[src/rtl/digitube_pkg.sv]
// digitube_pkg: shared helpers for the held digit-tube converter.
`default_nettype none

package digitube_pkg;

  // Decimal point sits on the top segment bit of the default 8-bit bus.
  localparam int DP_BIT = 7;

  function automatic logic [63:0] blank_pat(input int seg_w, input bit active_low);
    return active_low ? ({64{1'b1}} >> (64 - seg_w)) : 64'd0;
  endfunction

  function automatic logic is_onehot(input logic [31:0] v);
    return (v != 32'd0) && ((v & (v - 32'd1)) == 32'd0);
  endfunction

  function automatic int onehot_idx(input logic [31:0] v);
    int idx;
    idx = 0;
    for (int i = 0; i < 32; i++) begin
      if (v[i]) idx = i;
    end
    return idx;
  endfunction

endpackage

`default_nettype wire

[src/rtl/digitube_digit_hold.sv]
// digitube_digit_hold: one held digit with staleness aging and blanking mux.
`default_nettype none

module digitube_digit_hold
  import digitube_pkg::*;
#(
  parameter int SEG_W          = 8,
  parameter bit SEG_ACTIVE_LOW = 1'b1,
  parameter int TIMEOUT        = 1000000
) (
  input  logic             clk,
  input  logic             rst_n,
  input  logic             cap,
  input  logic [SEG_W-1:0] seg,
  output logic [SEG_W-1:0] seg_out,
  output logic             valid
);

  localparam logic [63:0]      BLANK_FULL = blank_pat(SEG_W, SEG_ACTIVE_LOW);
  localparam logic [SEG_W-1:0] BLANK      = BLANK_FULL[SEG_W-1:0];

  logic [SEG_W-1:0] seg_reg;

  always_ff @(posedge clk or negedge rst_n) begin
    if (!rst_n) begin
      seg_reg <= BLANK;
    end else if (cap) begin
      seg_reg <= seg;
    end
  end

  generate
    if (TIMEOUT > 0) begin : g_age
      localparam int              AW        = $clog2(TIMEOUT + 1);
      localparam logic [AW-1:0]   AGE_MAX   = AW'(TIMEOUT);
      localparam logic [AW-1:0]   AGE_LAST  = AW'(TIMEOUT - 1);
      logic [AW-1:0] age;

      // A capture on this edge takes priority over reaching the timeout.
      always_ff @(posedge clk or negedge rst_n) begin
        if (!rst_n) begin
          age   <= '0;
          valid <= 1'b0;
        end else if (cap) begin
          age   <= '0;
          valid <= 1'b1;
        end else if (age < AGE_MAX) begin
          age <= age + 1'b1;
          if (age == AGE_LAST) valid <= 1'b0;
        end
      end
    end else begin : g_no_age
      always_ff @(posedge clk or negedge rst_n) begin
        if (!rst_n) begin
          valid <= 1'b0;
        end else if (cap) begin
          valid <= 1'b1;
        end
      end
    end
  endgenerate

  assign seg_out = valid ? seg_reg : BLANK;

endmodule

`default_nettype wire

[src/rtl/digitube_hold_scan.sv]
// digitube_hold_scan: samples a scanned tube bus and holds each digit statically.
`default_nettype none

module digitube_hold_scan
  import digitube_pkg::*;
#(
  parameter int N_DIGITS       = 4,
  parameter int SEG_W          = 8,
  parameter bit AN_ACTIVE_LOW  = 1'b0,
  parameter bit SEG_ACTIVE_LOW = 1'b1,
  parameter int SETTLE         = 2,
  parameter int TIMEOUT        = 1000000
) (
  input  logic                      clk,
  input  logic                      rst_n,
  input  logic [N_DIGITS-1:0]       digi_an,
  input  logic [SEG_W-1:0]          digi_seg,
  output logic [N_DIGITS*SEG_W-1:0] digi_out,
  output logic [N_DIGITS-1:0]       digit_valid,
  output logic                      sel_err,
  output logic                      capture_stb
);

  localparam int             IN_W      = N_DIGITS + SEG_W;
  localparam int             SCW       = $clog2(SETTLE + 1);
  localparam logic [SCW-1:0] SETTLE_C  = SCW'(SETTLE);
  localparam logic [SCW-1:0] SETTLE_M1 = SCW'(SETTLE - 1);

  logic [N_DIGITS-1:0] an_n;
  logic [IN_W-1:0]     in_d;
  logic [IN_W-1:0]     in_q;
  logic [SCW-1:0]      stable_cnt;
  logic                same;
  logic                settled_next;
  logic [N_DIGITS-1:0] an_q;
  logic [SEG_W-1:0]    seg_q;
  logic                an_onehot;
  logic [N_DIGITS-1:0] cap_vec;

  assign an_n         = digi_an ^ {N_DIGITS{AN_ACTIVE_LOW}};
  assign in_d         = {an_n, digi_seg};
  assign same         = (in_d == in_q);
  assign settled_next = same && (stable_cnt >= SETTLE_M1);
  assign an_q         = in_q[IN_W-1 -: N_DIGITS];
  assign seg_q        = in_q[SEG_W-1:0];
  assign an_onehot    = is_onehot(32'(an_q));
  assign cap_vec      = (settled_next && an_onehot) ? an_q : '0;

  always_ff @(posedge clk or negedge rst_n) begin
    if (!rst_n) begin
      in_q        <= '0;
      stable_cnt  <= '0;
      sel_err     <= 1'b0;
      capture_stb <= 1'b0;
    end else begin
      in_q <= in_d;
      if (!same) begin
        stable_cnt <= '0;
      end else if (stable_cnt < SETTLE_C) begin
        stable_cnt <= stable_cnt + 1'b1;
      end
      capture_stb <= settled_next && an_onehot;
      // Error flag only re-evaluates on a settled input; glitches leave it alone.
      if (settled_next) begin
        sel_err <= (an_q != '0) && !an_onehot;
      end
    end
  end

  generate
    for (genvar i = 0; i < N_DIGITS; i++) begin : g_digit
      digitube_digit_hold #(
        .SEG_W         (SEG_W),
        .SEG_ACTIVE_LOW(SEG_ACTIVE_LOW),
        .TIMEOUT       (TIMEOUT)
      ) u_hold (
        .clk    (clk),
        .rst_n  (rst_n),
        .cap    (cap_vec[i]),
        .seg    (seg_q),
        .seg_out(digi_out[i*SEG_W +: SEG_W]),
        .valid  (digit_valid[i])
      );
    end
  endgenerate

endmodule

`default_nettype wire

[config.mk]
export PLATFORM = sky130hd
export DESIGN_NAME = digitube_hold_scan
export DESIGN_NICKNAME = d
export VERILOG_FILES = /design/src/rtl/digitube_pkg.sv /design/src/rtl/digitube_digit_hold.sv /design/src/rtl/digitube_hold_scan.sv
export SDC_FILE = /design/constraint.sdc
export NUM_CORES = 1
export LEC_CHECK = 0
export ABC_AREA = 1
export BUFFER_PORTS_ARGS = -buffer_cell sky130_fd_sc_hd__buf_4
export CAP_MARGIN = 0
export CORE_MARGIN = 3
export CORE_UTILIZATION = 62
export CTS_BUF_LIST = sky130_fd_sc_hd__clkbuf_8
export CTS_CLUSTER_DIAMETER = 150
export DETAILED_ROUTE_END_ITERATION = 10
export PLACE_DENSITY = 0.82
export REMOVE_ABC_BUFFERS = 1
export SYNTH_ARGS = -nofsm -noshare
export SYNTH_HDL_FRONTEND = slang
export SYNTH_SLANG_ARGS = --single-unit
[constraint.sdc]
create_clock -name clk -period 2 [get_ports clk]
set_input_delay 0.1 -clock clk [delete_from_list [all_inputs] [get_ports clk]]
set_output_delay 0.1 -clock clk [all_outputs]
set_load 0.02 [all_outputs]
Word-level counts from Yosys, hierarchy flattened. Cells that the tools add are included.

Add/sub/neg operators: 6. $lt $le $gt $ge: 6. Equality and inequality tests: 6. Multiplexer cells: 27. Bitwise gates (word level): 1. Reductions and logical operators: 19.

Operator list (number): 20-bit two-way mux (8); 20-bit by 1-bit adder with 20-bit output, second input constant (4); 20-bit equality test, second input constant (4); 20-bit less-than comparator, second input constant (4); 4-bit by 32-bit AND with 32-bit output (1); 32-bit logical NOT (1); 8-bit two-way mux (4); 2-bit nonzero test (8); 12-bit equality test (1); 1-bit two-way mux (12); 2-bit AND reduction (4); 4-bit by 1-bit subtractor with 5-bit output, second input constant (1); 1-bit logical AND (4); 2-bit two-way mux (2); 4-bit two-way mux (1); 4-bit nonzero test (1); 2-bit by 1-bit adder with 2-bit output, second input constant (1); 2-bit by 1-bit >= comparator with 1-bit output, second input constant (1); 2-bit less-than comparator, second input constant (1); 2-bit by 1-bit inequality test with 1-bit output, second input constant (1); 1-bit logical NOT (1).

Flip-flop bits (word level): 132. Bits of input ports: 14. Output and inout port bits: 38.

Longest topological paths before layout. Gate-level depths: netlist of the first run.

Depth in word-level cells: 8. Gate-level depth with buffers: 12. Gate-level depth less buffers: 12.

By module. A second synthesis of the first run with hierarchy kept.

Cells, all modules: 1083. Area total of the unflattened synthesis: 7783.7 µm².

Modules (own cells, without submodules): digitube_digit_hold (g_digit[1].u_hold ...) (instances 3, cells each 245, area each 1749.2 µm²); digitube_digit_hold (g_digit[0].u_hold) (instances 1, cells each 250, area each 1755.4 µm²); digitube_hold_scan (instances 1, cells each 98, area each 780.7 µm²).

Worst setup path before layout of the first run. No wires, ideal clock.

Path type: flip-flop to flip-flop. From: reg in_q[5]. To: reg g_digit[3].u_hold.g_age.age[10]. Setup time: 117 ps. Data arrival time: 1429 ps. Path slack: 454 ps. Stages on the path, launching flop included: 12. Path buffers: 1. Period minus slack after synthesis: 1546 ps. Path through: dfrtp_1 > inv_2 > nand2_1 > nand2_1 > nand2_1 > nor2_2 > nand2_2 > nor2_8 > nand4_4 > buf_6 > nand3_1 > nand2_1.

Cells in the longest elaborated chain, start to end: 5. Elaborated cells between the ends (all ways): 6. Classes of those cells: eq/ne: 1; mux: 2; reduce/logical: 3.

RTL lines: from (decl) (RTL line digitube_hold_scan.sv:31) `logic [IN_W-1:0] in_q;`; from (signal assigned) (RTL line digitube_hold_scan.sv:56) `in_q <= in_d;`; 12-bit equality test * (RTL line digitube_hold_scan.sv:42) `assign same = (in_d == in_q);`; 1-bit logical AND * (RTL line digitube_hold_scan.sv:43) `assign settled_next = same && (stable_cnt >= SETTLE_M1);`; 1-bit logical AND * (RTL line digitube_hold_scan.sv:47) `assign cap_vec = (settled_next && an_onehot) ? an_q : '0;`; 4-bit two-way mux * (RTL line digitube_hold_scan.sv:47); 20-bit two-way mux or 2-bit nonzero test (tied branches); to (signal assigned) (RTL line digitube_digit_hold.sv:48) `age <= age + 1'b1;`; to (decl) (RTL line digitube_digit_hold.sv:37) `logic [AW-1:0] age;`.

Mark *: on every way between the ends. The rest lies on a longest branch, timed or not. A chain may end at the register's enable or synchronous reset.

Worst setup path after layout of the first run.
From: reg g_digit[3].u_hold.g_age.age[12]. To: reg g_digit[3].u_hold.g_age.age[8].

Cells in the longest elaborated chain, start to end: 2.

RTL lines: 20-bit less-than comparator (RTL line digitube_digit_hold.sv:47) `end else if (age < AGE_MAX) begin`; 2-bit nonzero test (no line).

Every way passes these cells.

==> results of run 1 <==
## timing repair
| item | 4_1_cts | 5_1_grt |
|---|---|---|
| setup endpoints to repair | 0 | 7 |
| setup buffers | 0 | 2 |
| hold endpoints to repair | 117 | 0 |
| gates resized for setup | 0 | 3 |
| hold buffers | 13 | 0 |
## metrics by stage
| step | std cells | instance area, um2 | setup slack [ps] |
|---|---|---|---|
| 6_report | 1237 | 8490 | 186 |
| 5_1_grt | 1237 | 8490 | -23.1 |
| 4_1_cts | 1235 | 8470 | 175 |
| 3_5_place_dp | 1190 | 7930 | 178 |
| 3_3_place_gp | 1190 | 7930 | 259 |
| 2_1_floorplan | 978 | 7190 | 195 |
## metal layers
| metal | up-vias | global-route usage | share of wire |
|---|---|---|---|
| li1 | 3263 | - | - |
| met1 | 2922 | 0.336 | 0.46 |
| met2 | 130 | 0.424 | 0.49 |
| met3 | 19 | 0.0526 | 0.041 |
| met4 | 0 | 0.0689 | 0.011 |
| met5 | - | 0 | 0 |
## how the worst max path moves through the flow
| stage | endpoint | slack [ps] | depth (start not counted) |
|---|---|---|---|
| 2_1_floorplan | g_digit[1].u_hold.g_age.age[15]$_DFFE_PN0P_ | 190 | 10 |
| 3_3_place_gp | g_digit[3].u_hold.g_age.age[13]$_DFFE_PN0P_ | 260 | 10 |
| 3_5_place_dp | g_digit[0].u_hold.seg_reg[6]$_DFFE_PN1N_ | 180 | 8 |
| 4_1_cts | g_digit[0].u_hold.seg_reg[0]$_DFFE_PN1N_ | 180 | 7 |
| 5_1_grt | g_digit[0].u_hold.g_age.age[11]$_DFFE_PN0P_ | -20 | 8 |
| 6_report | g_digit[3].u_hold.g_age.age[8]$_DFFE_PN0P_ | 190 | 11 |
## layout make-up
class / count / area, um2 / share of cell area
Tap cell: 143 / 179 / 0.0211
Clock inverter: 14 / 163 / 0.0192
Timing Repair Buffer: 84 / 698 / 0.0822
Sequential cell: 132 / 3340 / 0.394
Inverter: 166 / 627 / 0.0738
Clock buffer: 18 / 248 / 0.0292
Multi-Input combinational cell: 680 / 3230 / 0.381
## worst reg2reg max path: stages (launching register included)
cell and delay [ps]:
dfrtp_1 420, nor2_1 150, nand3_1 90, nor2_1 170
nand2_1 150, nand2_4 150, clkinvlp_4 170, clkbuf_2 200
nand2_1 70, nand2_1 40, inv_1 60, nor2_1 40
## cell usage in the layout, fill, tap and decap left out, types with 5 or more instances in the layout
| cell type | count |
|---|---|
| buf_4 | 67 |
| ha_1 | 5 |
| nor3_1 | 33 |
| a21oi_1 | 16 |
| dfstp_2 | 32 |
| o21ai_2 | 22 |
| nand3_1 | 45 |
| xnor2_1 | 9 |
| or2_2 | 5 |
| o21ai_1 | 12 |
| xor2_1 | 12 |
| nand2_1 | 287 |
| clkbuf_8 | 18 |
| o21ai_0 | 16 |
| dfrtp_1 | 100 |
| nand2_2 | 10 |
| clkinvlp_4 | 7 |
| nand4_1 | 27 |
| inv_2 | 9 |
| nor2_1 | 154 |
| dlygate4sd3_1 | 13 |
| inv_1 | 157 |
## power breakdown
part / total [mW] / internal [mW] / switching (mW)
Combinational: 0.187 / 0.0675 / 0.119
Clock: 2.31 / 1.25 / 1.06
Sequential: 2.70 / 2.68 / 0.0129
Total: 5.19 / 4.00 / 1.19
## kinds of logic (layout without fill, tap and decap cells)
group	Yosys count	count (layout)	synth area share
xor gates and xnor gates	21	21	0.0249
adders and majority gates	5	5	0.00847
and+or+nand+nor	578	578	0.338
DFF	132	132	0.452
AOI/OAI and AO/OA	76	76	0.0657
buffers and inverters	190	282	0.111
==> summary.md, run 1 <==
| Metric | Value |
|---|---|
| Outcome | finished clean |
| Cells after synthesis | 1002 |
| CTS tree | built |
| CP required | between 2000 and 2500 ps |
| PwrDens | 612 mW/mm2 |
| Fin Setup TNS | 0 ps |
| Clk sinks | around 130 |
| Drt wl/cell | approximately 13 um |
| Crit path time final | ~1800 ps |
| Max frequency | 551 MHz |
| Clk_skew | about 9.6 ps |
| Max reg flops | 80 |
| # rows | 39 |
| Initial Utilization | 0.642 |
| Crit path DAT | roughly 2200 ps |
| Remaining DRCs | 0 |
| Setup violators final | 0 |
| Crit path max fanout | 8 |
| Initial antenna violation count | 0 |
| Crit Path Class | reg2reg |
| TritonCTS Buffers | 17 |
| Setup crit start | g_digit[3].u_hold.g_age.age[12]$_DFFE_PN0P_ |
| Yosys Warn Count | 0 |
| Max-slew headroom | 0.698 |
| Hold slack | about 67 ps |
| Delay-heaviest family, CP | simple AND/OR/NAND/NOR gates |
| Share of layout cells above drive strength 1 | 0.178 |
| Synthesis-stage register bit count | between 100 and 150 |
| RR Endpoint | g_digit[3].u_hold.g_age.age[8]$_DFFE_PN0P_ |
| Area leader, netlist | dfrtp_1 |
| Core Footprint | around 0.012 mm2 |
| NumNets Final | 1100 |
| Final wirelength | approximately 16 mm |
| First-pass GRT wire length | approximately 27 mm |
| RSZ-0062 raised after global routing | true |
| Cell area after synthesis | about 0.0074 mm2 |
| Iteration-0 DRC Markers | about 530 |
| Chip width | about 120 um |
| Worst-Skew Late Latency | approximately 450 ps |
| Top post-synthesis cells by area | dfrtp_1, nand2_1, dfstp_2 |
| Type of the most critical hold path | in2async |
| Worst-path clk slew | 70 ps |
| CTS root buf | clkbuf_8 |
| Distinct cells, synth | 36 |
| Antenna cells | 0 |
| H-Tree Depth | 4 |
| Startpoint Class | flip-flop |
| DIE AREA | 0.0133 mm2 |
| Crit-path max cell delay | approximately 420 ps |
| Final Util | 0.737 |
| Crit path cell chain | nor2_1, nand3_1, nor2_1, nand2_1, nand2_4, clkinvlp_4, clkbuf_2, nand2_1, nand2_1, inv_1, nor2_1 |
| Reg2reg path depth | 11 |
| Number of global-route vias before repair | 5851 |
| ANT nets after route | 0 |
| WP buf/inv | 3 |
| Post-synth ARST share | 1.00 |
| Clk buf depth | 2 |
| # fillers | roughly 860 |
| Fin. Hold Viols | 0 |
| Drt pass-1 iters | 7 |
| Critical-path top delay cell | dfrtp_1 |
| Critical Path Sink Type | flip-flop |
| Leak Pwr | roughly 4.5 nW |
| Total Power | 5.19 mW |
| GRT Util Overall | 0.253 |
| Max Cap Violations | 0 |
| R2r startpoint | g_digit[3].u_hold.g_age.age[12]$_DFFE_PN0P_ |
| Via count | roughly 6300 |
| Syn Area/Cell | ~7.4 um2 |
| Most numerous cell in the Yosys netlist | nand2_1 |
| Maximum vdd drop | roughly 0.54 mV |
| Synth top area share | 0.339 |
| Tcrit/Tclk final | 0.907 |
| Die height | 115 um |
| Register area share after synthesis | 0.452 |
| Io pins | 52 |
| Via density | ~5.1 |
| Post-synth EDFFs | 0 |
| HPWL after detailed placement | ~11 mm |
| Main flop type after synthesis | dfrtp_1 |
| GRT overflow | 0 |
| IO buf count | between 50 and 60 |
| Synth-to-Final Area Change | 14.9% |
| GPL Wtd Cong | approximately 0.9 |
| Worst-margin pin slew | 449 ps |
| Max-slew violation count | 0 |
| R2r setup slk | approximately 190 ps |
| Synth cell count leaders | nand2_1, inv_1, nor2_1, dfrtp_1, nand3_1 |
| Largest net degree at the start of global routing | 46 |
Power figures use the tool's default switching activity.
==> run 2: changes to the inputs <==
Settings changed: PLACE_DENSITY 0.82 to 0.88.
==> run 2 against run 1 <==
  * Sequential cell count stayed put
  * Count of clock-buffer cells in the layout stayed put
  * Sequential share of layout area is 0.052 points lower
  * Highest routed layer unchanged
  * Largest power group unchanged
==> summary.md, run 2 (synthesis results as in run 1) <==
| Metric | Value |
|---|---|
| Critical Path Sink Type | flip-flop |
| Sw power | 1.14 mW (-3.9%) |
| Via density | 5.17 (+1.1%) |
| Max reg flops | 80 (unchanged) |
| Total Power | 5.13 mW (-1.2%) |
| Crit Path Class | reg2reg |
| Antenna cells | 0 (unchanged) |
| Max-slew violation count | 0 (unchanged) |
| NumNets Final | 1098 (-0.18%) |
| Worst-margin pin slew | 500 ps (+50.2 ps) |
| DP Area | 0.00793 mm2 (about the same) |
| GPL Wtd Cong | 0.923 (+3.0%) |
| Worst setup path end | g_digit[1].u_hold.g_age.age[2]$_DFFE_PN0P_ |
| TritonCTS Buffers | 17 (unchanged) |
| Largest net degree at the start of global routing | 42 (-8.7%) |
| Io pins | 52 (unchanged) |
| RR Endpoint | g_digit[1].u_hold.g_age.age[2]$_DFFE_PN0P_ |
| IO buf count | 51 (unchanged) |
| # fillers | 870 (+0.81%) |
| R2r startpoint | in_q[8]$_DFF_PN0_ |
| RSZ-0062 raised after global routing | false |
| Iteration-0 DRC Markers | 540 (+2.5%) |
| Share of layout cells above drive strength 1 | 0.174 (-0.00425) |
| Tcrit/Tclk final | 0.930 (+0.0233) |
| H-Tree Depth | 4 (unchanged) |
| Startpoint Class | flip-flop |
| Final wirelength | 16.1 mm (+1.2%) |
| Max Cap Violations | 0 (unchanged) |
| Chip width | 115 um (unchanged) |
| Fin worst setup slack | 139 ps (-46.6 ps) |
| Drt wl/cell | 13.0 um (+1.4%) |
| CP required | 2340 ps (about the same) |
| Placed insts | 1187 (-0.25%) |
| Sequential power share | 0.526 (+0.007) |
| Outcome | finished clean |
| Synth-to-Final Area Change | 15.1% |
| CTS tree | built |
| Number of global-route vias before repair | 5905 (+0.92%) |
| Clk pwr share | 0.437 (-0.008) |
| Worst-Skew Late Latency | 450 ps (about the same) |
| Non-Filler Instances | 1235 (-0.16%) |
| Setup violators final | 0 (unchanged) |
| ANT nets after route | 0 (unchanged) |
| Fin. Hold Viols | 0 (unchanged) |
| Type of the most critical hold path | in2async |
| GRT Util Overall | 0.254 (+0.000701) |
| HPWL after detailed placement | 11.1 mm (-2.6%) |
| R2r setup slk | 140 ps (-50 ps) |
| Commonest non-fill, non-tap cells in the layout | nand2_1, inv_1, nor2_1 |
| CTS root buf | clkbuf_8 |
| DP Worst Slack | 155 ps (-23.1 ps) |
| Clk_skew | 9.91 ps (+0.288 ps) |
| Sw Share | 0.223 (-0.00635) |
| Worst-path clk slew | 70 ps (about the same) |
| Pint | 3.99 mW (-0.35%) |
| Initial antenna violation count | 0 (unchanged) |
| Reg2reg path depth | 9 (-2) |
| Setup crit start | in_q[8]$_DFF_PN0_ |
| Max-slew headroom | 0.667 (-0.0312) |
| Die height | 115 um (unchanged) |
| Fin Setup TNS | 0 ps (unchanged) |
| Crit path max fanout | 27 (+19) |
| Core Footprint | 0.0115 mm2 (unchanged) |
| Via count | 6391 (+0.90%) |
| Most common cell after layout, fill and taps aside | nand2_1 |
| Crit path DAT | 2200 ps (+50 ps) |
| Remaining DRCs | 0 (unchanged) |
| Initial Utilization | 0.642 (unchanged) |
| Max frequency | 537 MHz (-2.5%) |
| Crit path time final | 1860 ps (+46.6 ps) |
| PwrDens | 604 mW/mm2 (-1.3%) |
| Leak Pwr | 4.53 nW (+0.62%) |
| Clk buf depth | 2 (unchanged) |
| Drt pass-1 iters | 5 (-2) |
| First-pass GRT wire length | 26.9 mm (+0.41%) |
| Final instance area | 0.00850 mm2 (+0.13%) |
| Clk sinks | 132 (unchanged) |
| Maximum vdd drop | 0.666 mV (+24%) |
| # rows | 39 (unchanged) |
| GRT overflow | 0 (unchanged) |
| DIE AREA | 0.0133 mm2 (unchanged) |
| Combinational Power Share | 0.037 (about the same) |
run 2: worst min-delay path by stage:
stage / from / endpoint / slack (ps)
floorplan: rst_n / capture_stb$_DFF_PN0_ / -200
global placement: rst_n / g_digit[3].u_hold.g_age.age[7]$_DFFE_PN0P_ / 90
detailed placement: rst_n / g_digit[3].u_hold.g_age.age[7]$_DFFE_PN0P_ / 100
CTS: rst_n / g_digit[3].u_hold.g_age.age[7]$_DFFE_PN0P_ / 150
global route: rst_n / g_digit[3].u_hold.g_age.age[3]$_DFFE_PN0P_ / 180
finish: rst_n / g_digit[3].u_hold.g_age.age[7]$_DFFE_PN0P_ / 160
run 2: repair_timing:
item / CTS / global route
resized for setup: 0 / 7
endpoints found under the setup margin: 0 / 25
buffers inserted: 0 / 2
hold endpoints to repair: 45 / 0
hold buffers: 13 / 0
run 2: final cells by class:
type | instances | area, um2 | area share
tap | 143 | 179 | 0.0210
timing repair buffer | 81 | 703 | 0.0827
inverter | 166 | 628 | 0.0739
sequential | 132 | 3340 | 0.393
clock inverter | 14 | 148 | 0.0174
multi-input combinational | 681 | 3250 | 0.383
clock buffer | 18 | 248 | 0.0291
run 2: power groups by stage:
stage	Combinational (mW)	Sequential (mW)	Clock [mW]
floorplan	0.0554	2.74	0
global placement	0.165	2.74	0
detailed placement	0.169	2.75	0
global route	0.210	2.70	2.40
finish	0.189	2.70	2.24
CTS	0.189	2.70	2.28
run 2: worst max-delay path: stages (launching register included):
cell     delay (ps)
dfrtp_1         520
xnor2_1         160
nand2_1          80
nor2_2          150
nand2_2         110
nor2_8          150
nand4_4         200
buf_12          240
nand3_1          80
nand2_1          50
run 2: through the flow:
step	hold WS, ps	utilization
after floorplan	-196	-
after detailed placement	104	0.689
after global placement	90.9	0.689
after CTS	153	0.734
final	160	0.738
after global routing	184	0.738
run 2: per-layer routing:
layer  wire [um]  part of all wire  GRT usage  up-vias
li1            -                 -          -     3255
met5           0                 0          0        -
met4         193             0.012     0.0782        0
met1        7120              0.44      0.338     2951
met2        7930              0.49      0.416      164
met3         864             0.054     0.0568       21
==> run 3: changes to the inputs <==
Settings changed: CORE_MARGIN 3 to 4.
==> run 3 against run 2 <==
  * Core utilization down 0.51 points
  * Non-clock buffer count unchanged
  * Sequential share of layout area rose by 0.12 points
  * Clock power is essentially flat
  * Worst setup slack got worse by 3.0 ps
  * Register-to-register slack about the same
  * Critical path depth is the same
  * Cell area down 0.26%
  * Global-route usage grew 0.78 points
  * Worst hold slack improved by 32 ps
  * Die area up 3.5%
  * Critical endpoint is now g_digit[2].u_hold.seg_reg[7]$_DFFE_PN1N_
  * Largest cell class unchanged
==> summary.md, run 3 (synthesis results as in run 1) <==
| Metric | Value |
|---|---|
| Fin. Hold Viols | 0 (unchanged) |
| WP buf/inv | 2 (+1) |
| Tcrit/Tclk final | 0.932 (+0.00152) |
| Initial antenna violation count | 0 (unchanged) |
| Crit path DAT | 2250 ps (+50 ps) |
| Initial Utilization | 0.639 (-0.00271) |
| Share of layout cells above drive strength 1 | 0.176 (+0.00183) |
| Maximum vdd drop | 0.513 mV (-23%) |
| DP Area | 0.00792 mm2 (about the same) |
| HPWL after detailed placement | 11.8 mm (+6.1%) |
| # fillers | 860 (-1.1%) |
| Final wirelength | 16.8 mm (+4.2%) |
| Iteration-0 DRC Markers | 537 (-0.56%) |
| Max-slew headroom | 0.609 (-0.0578) |
| Max-slew violation count | 0 (unchanged) |
| Crit path time final | 1860 ps (+3.03 ps) |
| PwrDens | 607 mW/mm2 (+0.54%) |
| Sw Share | 0.228 (+0.00549) |
| Most frequent CP cell | nand2_1 |
| TritonCTS Buffers | 17 (unchanged) |
| CTS root buf | clkbuf_8 |
| Commonest non-fill, non-tap cells in the layout | nand2_1, inv_1, nor2_1 |
| Final instance area | 0.00848 mm2 (-0.26%) |
| DIE AREA | 0.0137 mm2 (+3.5%) |
| H-Tree Depth | 4 (unchanged) |
| Io pins | 52 (unchanged) |
| Chip width | 117 um (+1.7%) |
| Critical Path Sink Type | flip-flop |
| Synth-to-Final Area Change | 14.8% |
| GRT overflow | 0 (unchanged) |
| Max frequency | 536 MHz (-0.16%) |
| Type of the most critical hold path | in2async |
| Pint | 3.97 mW (-0.44%) |
| Max Cap Violations | 0 (unchanged) |
| Outcome | finished clean |
| DP Worst Slack | 167 ps (+11.9 ps) |
| R2r setup slk | 140 ps (about the same) |
| Leak Pwr | 4.50 nW (-0.62%) |
| Via count | 6517 (+2.0%) |
| Most common cell after layout, fill and taps aside | nand2_1 |
| Setup bufs post-CTS | 0 (unchanged) |
| Sw power | 1.17 mW (+2.7%) |
| Core Footprint | 0.0116 mm2 (+0.42%) |
| Crit path max fanout | 16 (-41%) |
| Worst-path clk slew | 70 ps (about the same) |
| Critical-path top delay cell | dfrtp_1 |
| NumNets Final | 1098 (unchanged) |
| CP required | 2380 ps (+40 ps) |
| Drt pass-1 iters | 5 (unchanged) |
| Setup violators final | 0 (unchanged) |
| Register area | 0.00334 mm2 (about the same) |
| Max reg flops | 80 (unchanged) |
| Largest net degree at the start of global routing | 61 (+45%) |
| Clk sinks | 132 (unchanged) |
| Worst-margin pin slew | 586 ps (+86.6 ps) |
| Via density | 5.28 (+2.0%) |
| Clk pwr share | 0.438 (about the same) |
| Delay-heaviest family, CP | simple AND/OR/NAND/NOR gates |
| Crit Path Class | reg2reg |
| Number of global-route vias before repair | 6108 (+3.4%) |
| Remaining DRCs | 0 (unchanged) |
| ANT nets after route | 0 (unchanged) |
| RSZ-0062 raised after global routing | false |
| Clk_skew | 9.56 ps (-0.353 ps) |
| Drt wl/cell | 13.6 um (+4.2%) |
| GRT Util Overall | 0.262 (+0.00778) |
| Multi-input gate area | 0.00325 mm2 (-0.23%) |
| Die height | 117 um (+1.7%) |
| Sequential power share | 0.524 (-0.002) |
| Clk buf depth | 2 (unchanged) |
| GPL Wtd Cong | 0.895 (-3.0%) |
| Fin worst setup slack | 136 ps (-3.03 ps) |
| Antenna cells | 0 (unchanged) |
| Fin Setup TNS | 0 ps (unchanged) |
| Crit-path max cell delay | 390 ps (-130 ps) |
| Hold slack | 191 ps (+31.8 ps) |
| Startpoint Class | flip-flop |
| Total Power | 5.15 mW (+0.27%) |
| Crit path cell chain | xnor2_1, nand2_1, nor2_1, inv_1, nor2_8, nand4_4, buf_12, nand2_1, o21ai_2 |
| CTS tree | built |
| First-pass GRT wire length | 28.1 mm (+4.4%) |
| IO buf count | 51 (unchanged) |
| Worst-Skew Late Latency | 460 ps (about the same) |
| # rows | 39 (unchanged) |
| Combinational Power Share | 0.038 (about the same) |
-- run 3: changes by cell type in the layout (fill, tap and decap cells not counted), sizes merged --
| cell | change |
|---|---|
| clkbuf | +3 |
| inv | -2 |
| clkinv | -3 |
| bufinv | -1 |
| clkinvlp | +3 |
-- run 3: power groups by stage --
stage	registers, mW	logic (mW)	clock network, mW
global route	2.70	0.216	2.40
global placement	2.74	0.167	0
CTS	2.70	0.193	2.27
finish	2.70	0.193	2.25
detailed placement	2.75	0.172	0
floorplan	2.74	0.0554	0
-- run 3: worst register-to-register path, cell delays in order (launching register included) --
cell     delay [ps]
dfrtp_1         390
xnor2_1         200
nand2_1         100
nor2_1          190
inv_1           130
nor2_8          180
nand4_4         200
buf_12          220
nand2_1         110
o21ai_2          70
-- run 3: final timing paths --
check | end | start | cells past startpoint
min in group clk | in_q[8]$_DFF_PN0_ | digi_an[0] | 2
worst max-delay path | g_digit[2].u_hold.seg_reg[7]$_DFFE_PN1N_ | in_q[6]$_DFF_PN0_ | 9
worst min-delay path | g_digit[3].u_hold.g_age.age[2]$_DFFE_PN0P_ | rst_n | 2
worst max register to register | g_digit[2].u_hold.seg_reg[7]$_DFFE_PN1N_ | in_q[6]$_DFF_PN0_ | 9
max in group asynchronous | g_digit[2].u_hold.seg_reg[0]$_DFFE_PN1N_ | rst_n | 3
worst min register to register | g_digit[1].u_hold.seg_reg[6]$_DFFE_PN1N_ | g_digit[1].u_hold.seg_reg[6]$_DFFE_PN1N_ | 2
-- run 3: final cells by class --
class | instances | share of cell area
Clock buffer | 21 | 0.0341
Clock inverter | 11 | 0.0130
Inverter | 166 | 0.0738
Multi-Input combinational cell | 681 | 0.383
Sequential cell | 132 | 0.394
Tap cell | 143 | 0.0211
Timing Repair Buffer | 81 | 0.0808
-- run 3: timing repair --
item                                    in CTS  in global routing
endpoints found under the setup margin       0                 10
hold endpoints to repair                    58                  0
gates resized for setup                      0                  5
hold buffers                                13                  0
-- run 3: per-layer routing --
layer | vias to the layer above | track usage | part of all wire | wire [um]
met5 | - | 0 | 0 | 0
met1 | 3059 | 0.348 | 0.45 | 7550
met4 | 0 | 0.0772 | 0.017 | 277
met2 | 179 | 0.422 | 0.49 | 8170
met3 | 29 | 0.0725 | 0.046 | 774
li1 | 3250 | - | - | -
-- run 3: per-stage QoR --
step / std cells / utilization
after floorplan: 978 / -
final: 1235 / 0.733
after detailed placement: 1189 / 0.685
after global routing: 1235 / 0.733
after global placement: 1189 / 0.685
after CTS: 1234 / 0.731
